File: src/rtl/alu_pipeline_fwd.sv
// Three-stage (IR / EX / WB) ALU pipeline with an internal 32-entry register file and
// an optional EX/WB-to-decode forwarding path.
module alu_pipeline_fwd #(
  parameter int unsigned DATA_W       = 32,
  parameter bit          SIGN_EXT_IMM = 1'b0,
  parameter bit          FORWARD_EN   = 1'b1
) (
  input  logic              i_clk,
  input  logic              i_rst_n,
  input  logic [31:0]       i_instr,
  input  logic              i_instr_valid,
  input  logic              i_write_enable,
  output logic [DATA_W-1:0] o_alu_out,
  output logic              o_out_valid,
  output logic              o_ovf,
  output logic              o_illegal_op
);

  localparam int unsigned MSB = DATA_W - 1;

  localparam logic [2:0] FN_NOT = 3'b001;
  localparam logic [2:0] FN_ADD = 3'b010;
  localparam logic [2:0] FN_SUB = 3'b011;
  localparam logic [2:0] FN_OR  = 3'b100;
  localparam logic [2:0] FN_AND = 3'b101;
  localparam logic [2:0] FN_SLT = 3'b110;
  localparam logic [2:0] FN_XOR = 3'b111;

  // Stage 1: instruction register
  logic [31:0] r_ir;
  logic        r_ir_valid;
  logic        r_ir_we;

  // Stage 2 outputs (EX/WB slot)
  logic [DATA_W-1:0] r_alu_out;
  logic              r_out_valid;
  logic              r_ovf;
  logic              r_illegal;
  logic [4:0]        r_dest;
  logic              r_wr;

  logic [DATA_W-1:0] r_regs [32];

  // Decode
  logic [5:0]        w_opcode;
  logic [2:0]        w_fn;
  logic [4:0]        w_rd;
  logic [4:0]        w_rs;
  logic [4:0]        w_rt;
  logic [15:0]       w_imm;
  logic              w_is_itype;
  logic              w_legal;
  logic [DATA_W-1:0] w_imm_ext;

  assign w_opcode   = r_ir[31:26];
  assign w_fn       = w_opcode[2:0];
  assign w_is_itype = w_opcode[3];
  assign w_rd       = r_ir[25:21];
  assign w_rs       = r_ir[20:16];
  assign w_rt       = r_ir[15:11];
  assign w_imm      = r_ir[15:0];
  assign w_legal    = (w_opcode[5:4] == 2'b01) && (w_fn != 3'b000);

  always_comb begin
    w_imm_ext        = '0;
    w_imm_ext[15:0]  = w_imm;
    for (int i = 16; i < DATA_W; i++) begin
      w_imm_ext[i] = SIGN_EXT_IMM && w_imm[15];
    end
  end

  // Register read with forwarding from the EX/WB slot
  logic              w_slot_writes;
  logic              w_fwd_a;
  logic              w_fwd_b;
  logic [DATA_W-1:0] w_rs_val;
  logic [DATA_W-1:0] w_rt_val;
  logic [DATA_W-1:0] w_op_a;
  logic [DATA_W-1:0] w_op_b;

  assign w_slot_writes = FORWARD_EN && r_out_valid && r_wr;
  assign w_fwd_a       = w_slot_writes && (r_dest == w_rs);
  assign w_fwd_b       = w_slot_writes && (r_dest == w_rt);
  assign w_rs_val      = w_fwd_a ? r_alu_out : r_regs[w_rs];
  assign w_rt_val      = w_fwd_b ? r_alu_out : r_regs[w_rt];
  assign w_op_a        = w_rs_val;
  assign w_op_b        = w_is_itype ? w_imm_ext : w_rt_val;

  // Execute
  logic [DATA_W-1:0] w_sum;
  logic [DATA_W-1:0] w_diff;
  logic              w_slt;
  logic [DATA_W-1:0] w_result;
  logic              w_ovf;

  assign w_sum  = w_op_a + w_op_b;
  assign w_diff = w_op_a - w_op_b;
  assign w_slt  = $signed(w_op_a) < $signed(w_op_b);

  always_comb begin
    w_result = '0;
    w_ovf    = 1'b0;
    case (w_fn)
      FN_NOT: w_result = ~w_op_a;
      FN_ADD: begin
        w_result = w_sum;
        w_ovf    = (w_op_a[MSB] == w_op_b[MSB]) && (w_sum[MSB] != w_op_a[MSB]);
      end
      FN_SUB: begin
        w_result = w_diff;
        w_ovf    = (w_op_a[MSB] != w_op_b[MSB]) && (w_diff[MSB] != w_op_a[MSB]);
      end
      FN_OR:   w_result = w_op_a | w_op_b;
      FN_AND:  w_result = w_op_a & w_op_b;
      FN_SLT:  w_result[0] = w_slt;
      FN_XOR:  w_result = w_op_a ^ w_op_b;
      default: ;
    endcase
    if (!w_legal) begin
      w_result = '0;
      w_ovf    = 1'b0;
    end
  end

  always_ff @(posedge i_clk or negedge i_rst_n) begin
    if (!i_rst_n) begin
      r_ir       <= '0;
      r_ir_valid <= 1'b0;
      r_ir_we    <= 1'b0;
    end else begin
      r_ir       <= i_instr;
      r_ir_valid <= i_instr_valid;
      r_ir_we    <= i_write_enable;
    end
  end

  // A bubble keeps the last result on ALUOut but clears every qualifier
  always_ff @(posedge i_clk or negedge i_rst_n) begin
    if (!i_rst_n) begin
      r_alu_out   <= '0;
      r_out_valid <= 1'b0;
      r_ovf       <= 1'b0;
      r_illegal   <= 1'b0;
      r_dest      <= '0;
      r_wr        <= 1'b0;
    end else if (r_ir_valid) begin
      r_alu_out   <= w_result;
      r_out_valid <= w_legal;
      r_ovf       <= w_ovf;
      r_illegal   <= !w_legal;
      r_dest      <= w_rd;
      r_wr        <= r_ir_we;
    end else begin
      r_out_valid <= 1'b0;
      r_ovf       <= 1'b0;
      r_illegal   <= 1'b0;
      r_wr        <= 1'b0;
    end
  end

  always_ff @(posedge i_clk or negedge i_rst_n) begin
    if (!i_rst_n) begin
      for (int i = 0; i < 32; i++) begin
        r_regs[i] <= '0;
      end
    end else if (r_out_valid && r_wr) begin
      r_regs[r_dest] <= r_alu_out;
    end
  end

  assign o_alu_out    = r_alu_out;
  assign o_out_valid  = r_out_valid;
  assign o_ovf        = r_ovf;
  assign o_illegal_op = r_illegal;

endmodule

File: config.mk
export PLATFORM = sky130hd
export DESIGN_NAME = alu_pipeline_fwd
export DESIGN_NICKNAME = d
export VERILOG_FILES = /design/src/rtl/alu_pipeline_fwd.sv
export SDC_FILE = /design/constraint.sdc
export NUM_CORES = 2
export LEC_CHECK = 0
export CAP_MARGIN = 10
export CORE_ASPECT_RATIO = 0.9
export CORE_MARGIN = 2
export CORE_UTILIZATION = 45
export CTS_BUF_LIST = sky130_fd_sc_hd__clkbuf_8
export DETAILED_ROUTE_END_ITERATION = 10
export HOLD_SLACK_MARGIN = 0.12
export SLEW_MARGIN = 5
export SYNTH_ARGS = -nofsm -noshare
export SYNTH_HDL_FRONTEND = slang
export SYNTH_SLANG_ARGS = --single-unit
File: constraint.sdc
create_clock -name i_clk -period 13.15 [get_ports i_clk]
set_input_delay 3.945 -clock i_clk [delete_from_list [all_inputs] [get_ports i_clk]]
set_output_delay 3.945 -clock i_clk [all_outputs]
set_load 0.01 [all_outputs]
# --- Yosys cells after proc, flatten, opt, wreduce, memory -nomap -nowiden ---
# Index checks and enable logic that the tools add are counted.
classes:
  muxes: 21
  addsub: 2
  eq_ne: 14
  n_lt_le_gt_ge: 5
  bitwise: 7
  reduce_logical: 9
op_table:
  columns: ["operator", "count"]
  rows:
  - ["bitwise mux 1024 bit", 1]
  - ["binary-select mux 32 bit (select 5 bit)", 2]
  - ["two-way mux 32 bit", 9]
  - ["case mux 31 bit (6 select lines)", 1]
  - ["demux 32 bit (select 5 bit)", 1]
  - ["adder 32 bit", 1]
  - ["AND 32 bit", 1]
  - ["less-than comparator 32 bit", 1]
  - ["inverter 32 bit", 1]
  - ["OR 32 bit", 1]
  - ["subtractor 32 bit", 1]
  - ["XOR 32 bit", 1]
  - ["greater-or-equal comparator 6 bit, second input constant", 3]
  - ["inverter 5 -> 6 bit", 3]
  - ["equality test 3 bit, second input constant", 4]
  - ["equality test 5 bit", 2]
  - ["logical AND 1 bit", 7]
  - ["case mux 1 bit (7 select lines)", 1]
  - ["equality test 3 x 2 -> 1 bit, second input constant", 2]
  - ["less-than comparator 6 x 1 -> 1 bit, second input constant", 1]
  - ["two-way mux 1 bit", 5]
  - ["equality test 3 x 1 -> 1 bit, second input constant", 1]
  - ["inequality test 1 bit", 3]
  - ["nonzero test 3 bit", 1]
  - ["other kinds (4)", 4]
totals:
  out_inout_bits: 35
  ff_bits: 1099

# --- Logic depth before layout (Yosys ltp) ---
logic_depth:
  word_depth: 12
  ltp_mapped: 28
  depth_no_buf: 21

# --- Worst setup path after synthesis ---
# OpenSTA, ideal clock, no wires.
synth_path:
  kind: "reg-to-reg"
  start: "reg r_ir[11]"
  end: "reg r_alu_out[18] (netlist: o_alu_out[18])"
  n_path_buf: 7
  synth_period_minus_slack_ns: 6.512
  t_required_ns: 13.024
  t_arrival_ns: 6.386
  setup_time_ns: 0.126
  slack_ns: 6.638
  path_stages_with_launch: 25
  path_cell_list: "dfrtp_1 -> buf_6 -> buf_6 -> buf_2 -> clkbuf_1 -> buf_2 -> buf_1 -> mux4_2 -> mux4_2 -> mux2i_1 -> nand2_1 -> o21ai_0 -> o21a_1 -> ha_1 -> clkbuf_1 -> or3_1 -> or4_1 -> or3_1 -> nor4_1 -> nor3_1 -> a21o_1 -> a21oi_1 -> mux2_2 -> a221o_1 -> a221o_1"
synth_between:
  elab_chain_len: 9
synth_lines:
  columns: ["item", "line_no", "source"]
  rows:
  - ["start: declaration", "30", "logic [31:0] r_ir;"]
  - ["start signal: assignment", "131", "r_ir <= i_instr;"]
  - ["inverter 5 -> 6 bit (not written as such)", "85", "assign w_rt_val = w_fwd_b ? r_alu_out : r_regs[w_rt];"]
  - ["binary-select mux 32 bit (select 5 bit)", "85", null]
  - ["two-way mux 32 bit (not written as such) (2 in series)", "85", null]
  - ["two-way mux 32 bit", "85", null]
  - ["two-way mux 32 bit *", "87", "assign w_op_b = w_is_itype ? w_imm_ext : w_rt_val;"]
  - ["subtractor 32 bit, or another cell as far along", "97", "assign w_diff = w_op_a - w_op_b;"]
  - ["case mux 31 bit (6 select lines) *", "103", "case (w_fn)"]
  - ["two-way mux 32 bit *", "119", "if (!w_legal) begin"]
  - ["end signal: assignment", "147", "r_alu_out <= w_result;"]
  - ["end: declaration", "35", "logic [DATA_W-1:0] r_alu_out;"]
# Mark *: on every way between the ends. The rest lies on a longest branch, timed or not. The select of a mux whose other input is x is not followed.
# A chain may end at the register's enable or synchronous reset.

# --- Final worst setup path ---
layout_path:
  start: "reg r_ir[11]"
  end: "reg r_alu_out[31] (netlist: o_alu_out[31])"
# Same word-level chain as after synthesis.

==> impl_metrics.ini <==
[setup_path]
path_max_fanout = 95
crit_type = flop to flop
critPathMaxStageDelay_ns = 0.82
critPathCaptureType = flop
startpoint = r_ir[11]
crit_arrival_ns = 8.69
start_kind = flop
critical-path-slowest-cell = buf_4
crit_required_ns = 14.00
worstPathCellList = buf_12 -> buf_4 -> mux4_2 -> mux4_2 -> mux2i_1 -> nand2_1 -> o21ai_0 -> o21a_1 -> ha_1 -> a21oi_1 -> o31ai_1 -> a211oi_1 -> a211oi_1 -> o32ai_1 -> a2111oi_2 -> o31ai_2 -> a41oi_1 -> o211ai_1 -> a21oi_1 -> o32ai_1
r2r-start = r_ir[11]

[global_routing]
grt_max_degree = 152
grt_pass1_wl_um = 304000
grt_use_total_pct = 28.8
grt_pass1_vias = 43500
globalRouteOverflowTotal = 0
antenna_found_initial = 6

[synth]
async_flop_share_pct = 100
synth_edf_count = 0
ys.flop_type = dfrtp_1
ys_types = 95
synth.cell_area_um2 = 63600
syn_avg_cell_area_um2 = 13.7
synthesis.nets = 4784
ys_seq_area_share_pct = 43.3
ys_seq_elements = 1099
synth_cells = 4650
yosysWarnings = 0

[power_and_ir_drop]
pwr-share-comb_pct = 8.6
swShare_pct = 26.9
seqPwrFrac_pct = 47.0
p_clk_share_pct = 44.5
p_leak_nw = 32.5
p_sw_mw = 1.98
power_density_nw_per_um2 = 106
total_power_mw = 7.37
internal-power_mw = 5.39
ir_drop_mv = 0.108

[timing]
max-slew-margin-rel_pct = 19.1
tightest_slew_ns = 1.21
setup_ws_ns = 5.31
min_period_ns = 7.84
rsz0062_at_grt = false
final_max_slew_viol_count = 0
skew_ns = 0.0517
max_freq_mhz = 128
setup_viol = 0
hold_viol = 0
finalCritPeriodShare_pct = 59.6
final.setup.tns_ns = 0
whs_ns = 0.455

[layout]
syn2layout_area_growth_pct = 9.78
nets = 4700
final_cell_mix = 1,088 x dfrtp_1, 989 x mux2_2, 559 x mux4_2
layout_commonest_cell = dfrtp_1
layout-drive-gt1-share_pct = 42.8
layout.cells.non_filler = 6567

[route]
highest_layer = met4
drt-pass1-iter-count = 5
wl_per_cell_um = 31.3
vias_per_cell = 6.49
drcViolationCount = 0
wl_um = 206000
route.vias.total = 42600
wl_met2_um = 94400
m1WireLength_um = 90100
wl_met3_um = 13600
ant_nets = 0
initialDrtViolationCount = 4423

[clock_tree]
clockBufferDepth = 3
numCtsBuffers = 189
cts_max_level = 4
hold_buffers = 0
cts_resized = 0
cts_tree = yes
clkSlewWorstSetupHoldPaths_ns = 0.06
root_buffer = clkbuf_8
worstSkewPairLatency_ns = 0.97
cts.sinks = 1099
postCtsSetupRepairBufs = 0

[flow_run]
maxCapViolCount = 0

[die]
rows = 130
die_w_um = 400
start_util_pct = 45.4
die_h_um = 361
die_area_um2 = 144000
core_area_um2 = 140000
ios = 71

[placement]
dp_cells = 6223
routabilityCongestion = 0.973
dp_hpwl_um = 116000
numPortBuffers = 70
dp_slack_ns = 5.36

[outcome]
outcome = complete, no violations

[min_path]
holdCritStartpoint = r_ir_we
hp-class = flop to flop
[kinds of logic (layout without fill, tap and decap cells)]
| family | Yosys count | count (layout) | share of synthesized area (%) |
|---|---|---|---|
| adders and majority gates | 98 | 98 | 1.95 |
| DFF | 1099 | 1099 | 43.3 |
| xor gates and xnor gates | 36 | 36 | 0.496 |
| muxes | 1752 | 1752 | 40.5 |
| and+or+nand+nor | 504 | 504 | 3.74 |
| buffers and inverters | 555 | 618 | 3.68 |
| other | 0 | 6 | 0 |
| AOI/OAI and AO/OA | 606 | 606 | 6.31 |
[through the flow]
stage / cell area (µm²) / util (%)
floorplan: 63600 / -
global placement: 65800 / 47.0
detailed placement: 65800 / 47.0
CTS: 69800 / 49.9
global route: 69800 / 49.9
finish: 69800 / 49.9
[state kept, by name, summed over array words and instances, names as in the netlist]
| name | count |
|---|---|
| r_regs | 1024 |
| r_dest | 5 |
| r_ir_valid | 1 |
| o_out_valid | 1 |
| o_illegal_op | 1 |
| o_ovf | 1 |
| r_ir | 32 |
| r_ir_we | 1 |
| r_wr | 1 |
| o_alu_out | 32 |
[power groups by stage]
stage	registers [mW]	logic, mW	clock network [mW]
floorplan	3.49	0.404	0
global placement	3.52	0.632	0
detailed placement	3.52	0.632	0
CTS	3.46	0.634	3.35
global route	3.46	0.680	3.51
finish	3.46	0.633	3.28
[per-layer routing]
metal	GRT usage, %	vias up
met5	0	-
met1	41.5	23100
met4	10.3	0
li1	-	17600
met3	4.84	381
met2	43.9	1590
[path summary, 6_finish.rpt]
| kind | end | slack, ns | depth (start not counted) |
|---|---|---|---|
| min in group asynchronous | r_regs[876] | 3.00 | 1 |
| worst max register to register | o_alu_out[31] | 5.31 | 20 |
| worst min-delay path | r_wr | 0.46 | 1 |
| max in group asynchronous | r_regs[470] | 7.90 | 3 |
| worst max-delay path | o_alu_out[31] | 5.31 | 20 |
| worst min register to register | r_wr | 0.46 | 1 |
[worst max-delay path: cells and delay by family (launching register included)]
family          cells  cell delay [ns]
buf+inv             2             1.46
simple gates        1             0.10
mux                 3             1.45
compound gates     13             3.30
flops               1             0.79
fa+ha+maj           1             0.42
[area by class of cell]
cell class | count | area (µm²)
Multi-Input combinational cell | 2996 | 34000
Inverter | 110 | 413
Fill cell | 12200 | 70100
Tap cell | 1848 | 2310
Clock inverter | 99 | 661
Sequential cell | 1099 | 27500
Timing Repair Buffer | 170 | 1560
Clock buffer | 239 | 3290
Antenna cell | 6 | 15.0
[cells in the mapped netlist, drive strengths merged (8+ instances only)]
library cell / number / area (µm²)
or3: 13 / 81.3
o221ai: 14 / 129
a31oi: 11 / 68.8
o31a: 10 / 87.6
buf: 101 / 634
o21a: 19 / 144
dfrtp: 1099 / 27500
nor2b: 11 / 68.8
and3: 8 / 50.1
mux2i: 204 / 2050
nand2b: 19 / 119
o21bai: 17 / 128
nor3: 35 / 175
o31ai: 14 / 124
nand2: 196 / 738
inv: 107 / 402
or2: 21 / 131
ha: 96 / 1200
a211oi: 12 / 90.1
nand3: 30 / 150
clkbuf: 344 / 1290
xor2: 14 / 123
nor2: 116 / 435
and2: 11 / 68.8
o22ai: 31 / 194
nor4: 14 / 130
xnor2: 22 / 193
o211ai: 8 / 60.1
a22oi: 72 / 541
mux4: 559 / 12600
mux2: 989 / 11100
a21o: 24 / 181
o2111ai: 8 / 70.1
o21ai: 144 / 724
a21oi: 146 / 734
No activity file was read; power rests on OpenSTA's default activity.
